## config.mk

```make
export PLATFORM = sky130hd
export DESIGN_NAME = decode_stage
export DESIGN_NICKNAME = d
export VERILOG_FILES = /design/src/rtl/decode_pkg.sv /design/src/rtl/decode_stage_cond_check.sv /design/src/rtl/decode_stage.sv
export SDC_FILE = /design/constraint.sdc
export NUM_CORES = 1
export LEC_CHECK = 0
export ABC_AREA = 1
export CORE_MARGIN = 2
export CORE_UTILIZATION = 32
export DETAILED_ROUTE_END_ITERATION = 8
export PLACE_DENSITY_LB_ADDON = 0.08
export SKIP_LAST_GASP = 1
export SLEW_MARGIN = 15
export SYNTH_ARGS = -nofsm -noshare
export SYNTH_HDL_FRONTEND = slang
export SYNTH_SLANG_ARGS = --single-unit
```

## constraint.sdc

```tcl
create_clock -name clock -period 1.48 [get_ports clock]
set_input_delay 0.296 -clock clock [delete_from_list [all_inputs] [get_ports clock]]
set_output_delay 0.296 -clock clock [all_outputs]
set_load 0.03 [all_outputs]
```

## src/rtl/decode_pkg.sv

```systemverilog
// Shared encodings and the decoded bundle type for the ARM-subset decode stage.
package decode_pkg;

    localparam logic [1:0] OP_DP  = 2'b00;
    localparam logic [1:0] OP_MEM = 2'b01;
    localparam logic [1:0] OP_BR  = 2'b10;

    localparam logic [3:0] CMD_AND = 4'b0000;
    localparam logic [3:0] CMD_SUB = 4'b0010;
    localparam logic [3:0] CMD_ADD = 4'b0100;
    localparam logic [3:0] CMD_ORR = 4'b1100;

    localparam logic [1:0] ALU_ADD = 2'b00;
    localparam logic [1:0] ALU_SUB = 2'b01;
    localparam logic [1:0] ALU_AND = 2'b10;
    localparam logic [1:0] ALU_ORR = 2'b11;

    localparam logic [3:0] COND_EQ = 4'h0;
    localparam logic [3:0] COND_NE = 4'h1;
    localparam logic [3:0] COND_CS = 4'h2;
    localparam logic [3:0] COND_CC = 4'h3;
    localparam logic [3:0] COND_MI = 4'h4;
    localparam logic [3:0] COND_PL = 4'h5;
    localparam logic [3:0] COND_VS = 4'h6;
    localparam logic [3:0] COND_VC = 4'h7;
    localparam logic [3:0] COND_HI = 4'h8;
    localparam logic [3:0] COND_LS = 4'h9;
    localparam logic [3:0] COND_GE = 4'hA;
    localparam logic [3:0] COND_LT = 4'hB;
    localparam logic [3:0] COND_GT = 4'hC;
    localparam logic [3:0] COND_LE = 4'hD;
    localparam logic [3:0] COND_AL = 4'hE;
    localparam logic [3:0] COND_NV = 4'hF;

    localparam logic [3:0] REG_PC = 4'd15;
    localparam logic [3:0] REG_LR = 4'd14;

    typedef struct packed {
        logic [3:0]  a1;
        logic [3:0]  a2;
        logic [3:0]  a3;
        logic        is_write;
        logic        mem_write;
        logic        mem_to_reg;
        logic        alu_src_imm;
        logic [1:0]  alu_ctl;
        logic        set_flags;
        logic        branch;
        logic [31:0] ext_imm;
        logic        illegal;
    } dec_bundle_t;

endpackage

```

## src/rtl/decode_stage_cond_check.sv

```systemverilog
// Combinational ARM condition-code evaluation against {N,Z,C,V}.
module cond_check
    import decode_pkg::*;
(
    input  logic [3:0] cond,
    input  logic [3:0] nzcv,
    output logic       pass
);
    logic n, z, c, v;
    assign {n, z, c, v} = nzcv;

    always_comb begin
        pass = 1'b0;
        case (cond)
            COND_EQ: pass = z;
            COND_NE: pass = !z;
            COND_CS: pass = c;
            COND_CC: pass = !c;
            COND_MI: pass = n;
            COND_PL: pass = !n;
            COND_VS: pass = v;
            COND_VC: pass = !v;
            COND_HI: pass = c && !z;
            COND_LS: pass = !c || z;
            COND_GE: pass = (n == v);
            COND_LT: pass = (n != v);
            COND_GT: pass = !z && (n == v);
            COND_LE: pass = z || (n != v);
            COND_AL: pass = 1'b1;
            default: pass = 1'b0;
        endcase
    end
endmodule

```

## src/rtl/decode_stage.sv

```systemverilog
// ARM DP/LDR-STR/B decode stage with NZCV register and a 1-entry output register.
// Optional macro DECODE_BL_EN: op=10 with L=1 writes the link register (BL).
module decode_stage
    import decode_pkg::*;
#(
    parameter int DATA_W = 32,
    parameter int ADDR_W = 4
) (
    input  logic              clock,
    input  logic              reset,
    input  logic              inValid,
    output logic              inReady,
    input  logic [DATA_W-1:0] instr,
    output logic              outValid,
    input  logic              outReady,
    input  logic              flush,
    input  logic              flagWrite,
    input  logic [3:0]        aluFlags,
    output logic [ADDR_W-1:0] A1,
    output logic [ADDR_W-1:0] A2,
    output logic [ADDR_W-1:0] A3,
    output logic              isWrite,
    output logic              memWrite,
    output logic              memToReg,
    output logic              aluSrcImm,
    output logic [1:0]        aluControl,
    output logic              setFlags,
    output logic              branch,
    output logic [DATA_W-1:0] extImm,
    output logic              illegal
);
    logic        out_valid_q, out_valid_d;
    logic [3:0]  nzcv_q, nzcv_d, nzcv_eff;
    dec_bundle_t bundle_q, bundle_d, dec;
    logic        cond_pass, capture, ill;

    assign inReady  = !out_valid_q || outReady;
    assign capture  = inValid && inReady && !flush;
    // Flags written this cycle are visible to the instruction being captured.
    assign nzcv_eff = flagWrite ? aluFlags : nzcv_q;

    cond_check u_cond (
        .cond (instr[31:28]),
        .nzcv (nzcv_eff),
        .pass (cond_pass)
    );

    always_comb begin
        dec = '0;
        ill = 1'b0;
        case (instr[27:26])
            OP_DP: begin
                dec.a1          = instr[19:16];
                dec.a2          = instr[3:0];
                dec.a3          = instr[15:12];
                dec.is_write    = 1'b1;
                dec.alu_src_imm = instr[25];
                dec.set_flags   = instr[20];
                case (instr[24:21])
                    CMD_ADD: dec.alu_ctl = ALU_ADD;
                    CMD_SUB: dec.alu_ctl = ALU_SUB;
                    CMD_AND: dec.alu_ctl = ALU_AND;
                    CMD_ORR: dec.alu_ctl = ALU_ORR;
                    default: ill = 1'b1;
                endcase
                if (instr[25]) begin
                    dec.ext_imm = {24'b0, instr[7:0]};
                    if (instr[11:8] != 4'b0) ill = 1'b1;
                end else if (instr[11:4] != 8'b0) begin
                    ill = 1'b1;
                end
            end
            OP_MEM: begin
                dec.a1          = instr[19:16];
                dec.a2          = instr[15:12];
                dec.a3          = instr[15:12];
                dec.alu_src_imm = 1'b1;
                dec.ext_imm     = {20'b0, instr[11:0]};
                dec.alu_ctl     = instr[23] ? ALU_ADD : ALU_SUB;
                if (instr[20]) begin
                    dec.is_write   = 1'b1;
                    dec.mem_to_reg = 1'b1;
                end else begin
                    dec.mem_write  = 1'b1;
                end
                // Register-offset addressing is outside the supported subset.
                if (instr[25]) ill = 1'b1;
            end
            OP_BR: begin
                dec.a1          = REG_PC;
                dec.alu_src_imm = 1'b1;
                dec.alu_ctl     = ALU_ADD;
                dec.ext_imm     = {{6{instr[23]}}, instr[23:0], 2'b00};
                dec.branch      = 1'b1;
`ifdef DECODE_BL_EN
                if (instr[24]) begin
                    dec.is_write = 1'b1;
                    dec.a3       = REG_LR;
                end
`endif
            end
            default: ill = 1'b1;
        endcase
        if (instr[31:28] == COND_NV) ill = 1'b1;

        dec.illegal = ill;
        if (ill) begin
            dec.is_write   = 1'b0;
            dec.mem_write  = 1'b0;
            dec.mem_to_reg = 1'b0;
            dec.set_flags  = 1'b0;
            dec.branch     = 1'b0;
        end else if (!cond_pass) begin
            // Failed condition retires as a NOP: no architectural side effects.
            dec.is_write   = 1'b0;
            dec.mem_write  = 1'b0;
            dec.set_flags  = 1'b0;
            dec.branch     = 1'b0;
        end
    end

    always_comb begin
        out_valid_d = out_valid_q;
        bundle_d    = bundle_q;
        nzcv_d      = flagWrite ? aluFlags : nzcv_q;
        if (flush) begin
            out_valid_d = 1'b0;
        end else if (capture) begin
            out_valid_d = 1'b1;
            bundle_d    = dec;
        end else if (outReady) begin
            out_valid_d = 1'b0;
        end
    end

    always_ff @(posedge clock) begin
        if (reset) begin
            out_valid_q <= 1'b0;
            bundle_q    <= '0;
            nzcv_q      <= '0;
        end else begin
            out_valid_q <= out_valid_d;
            bundle_q    <= bundle_d;
            nzcv_q      <= nzcv_d;
        end
    end

    assign outValid   = out_valid_q;
    assign A1         = bundle_q.a1;
    assign A2         = bundle_q.a2;
    assign A3         = bundle_q.a3;
    assign isWrite    = bundle_q.is_write;
    assign memWrite   = bundle_q.mem_write;
    assign memToReg   = bundle_q.mem_to_reg;
    assign aluSrcImm  = bundle_q.alu_src_imm;
    assign aluControl = bundle_q.alu_ctl;
    assign setFlags   = bundle_q.set_flags;
    assign branch     = bundle_q.branch;
    assign extImm     = bundle_q.ext_imm;
    assign illegal    = bundle_q.illegal;
endmodule

```

==> impl_metrics.ini <==
[final_layout]
final_instance_count_excl_fillers = 607
layout_common_cells = nand2_1, dlygate4sd2_1, dfxtp_1
num_antenna_cells = 0
layout-area-overhead-vs-synth_pct = 58.2
mostFrequentLayoutCell = nand2_1
drive_above_1_share_pct = 19.8
final_net_count = 550

[logic_synthesis]
yosys.area.top_type_share_pct = 40.2
syn-num-nets = 418
leading_area_contributor_after_synthesis = dfxtp_1
synthesis.instances = 372
synth_cell_types = 30
synth-seq-cells = 52
seq_total_area_yosys_pct = 40.2
ys_warn_count = 0
syn-cell-area_sq_um = 2590
synth_area_per_cell_sq_um = 6.96
synthTopCellsByArea = dfxtp_1, nand2_1, nand3_1

[drt]
detail_route.drc_violations = 0
total_detailed_routing_wirelength_um = 8020
detail_route.iter0.violations = 70
drt_antenna_net_count = 0
pre_repair_dr_iteration_count = 4
route.detailed.wl_per_inst_um = 13.2
via_per_inst = 4.67
routed-via-count = 2835

[global_route]
use_met1_pct = 25.9
globalRoute.busiestLayer = met2
grtUsageMet3_pct = 3.13
grt_max_degree = 18
grt_pass1_wl_um = 13000
antenna_found_initial = 0
globalRouteTotalUtil_pct = 18.4
grt_pass1_vias = 2739
groute.layer.met2.usage_pct = 29.9
grt_overflow_total = 0

[setup_path]
critPathArrivalTime_ns = 1.70
critical-path-top-delay-family = simple AND/OR/NAND/NOR gates
rrSetupSlack_ns = 0.02
endpoint_kind = flip-flop
critical_path_required_ns = 1.72
worstSetupStartpoint = outValid$_SDFFE_PP0P_
cp_max_fo = 6
crit_top_cell = buf_6
worst_setup_path_start_kind = flip-flop
crit-reg2reg-launch = outValid$_SDFFE_PP0P_
timing.critical_path.buf_inv = 3
cpMaxStageDelayCell = dfxtp_2
critical-path-max-stage-delay_ns = 0.34
crit_chain = inv_2, nor2_4, buf_6, nor3_4, buf_6, nand4_1, or2_1, a21oi_2
worst-setup-path-type = flip-flop to flip-flop

[clocking]
cts_tree = done
insertion_delay_ns = 0.30
max-clock-path-buffers = 2
cts.root.buffer_cell = clkbuf_8
clock_sinks = 52
h_tree_depth = 2
cts-buffers-inserted = 5
clk_transition_reported_paths_ns = 0.10
holdBufCountCts = 0

[sta]
fin_hold_ws_ns = 0.296
fin_worst_skew_ns = 0.00657
rsz0062_at_grt = true
timing_max_transition_violations_final = 0
tightestPinTransition_ns = 0.335
totalNegativeSetupSlack_ns = 0
final-setup-viol-count = 0
fmaxAchievable_mhz = 686
timing.final.crit_period_ns = 1.46
post-route-period-util_pct = 98.5
fin_ws_ns = 0.0220
final-hold-violation-count = 0
slew_headroom_pct = 77.8

[die]
top_level_ports = 97
start_util_pct = 33.3
die_width_um = 94.0
chipHeight_um = 94.0
rows = 32
fp.coreArea_sq_um = 7770
dieArea_sq_um = 8830

[power_and_ir_drop]
power_per_cell_area_nw_per_um2 = 748
peakVddDrop_mv = 0.636
cell_internal_pwr_mw = 2.13
cellLeakagePower_nw = 2.00
clock_power_share_pct = 27.0
p_comb_share_pct = 25.1
switching_power_uw = 939
p_total_mw = 3.07
power_switching_share_pct = 30.6
power.share.sequential_pct = 48.0

[place]
placement.io_buffers = 96
place.detailed.hpwl_um = 6210
total_instance_count_after_detailed_placement = 596
gp_routability_congestion = 0.875
pre_cts_slack_ns = -0.455

[hold_path]
hold_path_startpoint = inValid
min_path_type = input pin to flip-flop

[outcome]
result_of_the_run = finished, final reports clean

[flow_run]
max-cap-violations = 0
[final cells by class]
type / count / area (sq um)
inverter: 42 / 169
timing repair buffer: 147 / 1340
multi-input combinational: 256 / 1330
fill: 823 / 3670
sequential: 52 / 1040
clock buffer: 5 / 68.8
tap: 102 / 128
clock inverter: 3 / 23.8
[power by group through the flow]
stage	Clock [mW]	Combinational (mW)	Sequential [mW]
2_1_floorplan	0	0.287	1.58
3_3_place_gp	0	0.779	1.50
3_5_place_dp	0	0.778	1.50
4_1_cts	0.861	0.758	1.47
5_1_grt	0.917	0.840	1.48
6_report	0.827	0.768	1.47
[path summary, 6_finish.rpt]
kind,end,depth (start not counted)
setup / recovery,memToReg$_SDFFE_PP0P_,8
setup reg to reg,memToReg$_SDFFE_PP0P_,8
hold reg to reg,extImm[1]$_SDFFE_PP0P_,2
hold / removal,outValid$_SDFFE_PP0P_,3
[through the flow]
stage	instance area [sq um]	utilization [%]
6_report	4100	52.7
3_3_place_gp	4000	51.4
5_1_grt	4100	52.7
4_1_cts	4050	52.1
2_1_floorplan	2590	-
3_5_place_dp	4000	51.4
[per-layer routing]
layer | routed length, um | share of wire (%)
met1 | 3920 | 49
met2 | 3720 | 46
met3 | 346 | 4.3
met4 | 33 | 0.41
met5 | 0 | 0
[state kept, by name (all words and copies together) (netlist names)]
register    count
aluSrcImm       1
aluControl      2
outValid        1
isWrite         1
illegal         1
extImm         26
memToReg        1
branch          1
A1              4
A2              4
A3              4
nzcv_q          4
setFlags        1
memWrite        1
[kinds of logic after synthesis]
logic type      share of synthesized area (%)
simple gates                             28.6
compound gates                           17.9
buf+inv                                  11.4
flops                                    40.2
fa+ha+maj                                1.93
[Yosys cell counts]
library cell / number
a32oi_1: 2
a21oi_1: 32
nor3_4: 1
nand2_2: 1
o21ai_0: 13
nand4_1: 3
nor3_1: 1
a211oi_1: 1
o21bai_1: 2
nand2_1: 87
o31ai_1: 2
nor2_8: 1
o22ai_1: 9
clkbuf_1: 11
nor2_1: 39
or2_0: 2
inv_2: 3
inv_1: 37
nor3b_1: 1
buf_4: 6
clkinv_1: 1
buf_2: 5
dfxtp_1: 52
ha_1: 4
a221oi_1: 4
nand3_1: 36
inv_6: 1
buf_6: 2
a22oi_1: 8
a31oi_1: 5
[worst register-to-register path: stages, from the launching register on]
cell	delay (ns)
dfxtp_2	0.34
inv_2	0.06
nor2_4	0.04
buf_6	0.11
nor3_4	0.18
buf_6	0.18
nand4_1	0.12
or2_1	0.26
a21oi_2	0.13
[what timing repair did]
| action | CTS | global route |
|---|---|---|
| endpoints found under the hold margin | 0 | 0 |
| resized for setup | 71 | 44 |
| setup endpoints to repair | 97 | 31 |
| pin swaps | 5 | 10 |
| setup buffers | 1 | 0 |
| gates cloned | 1 | 1 |
No activity file was read; power rests on OpenSTA's default activity.
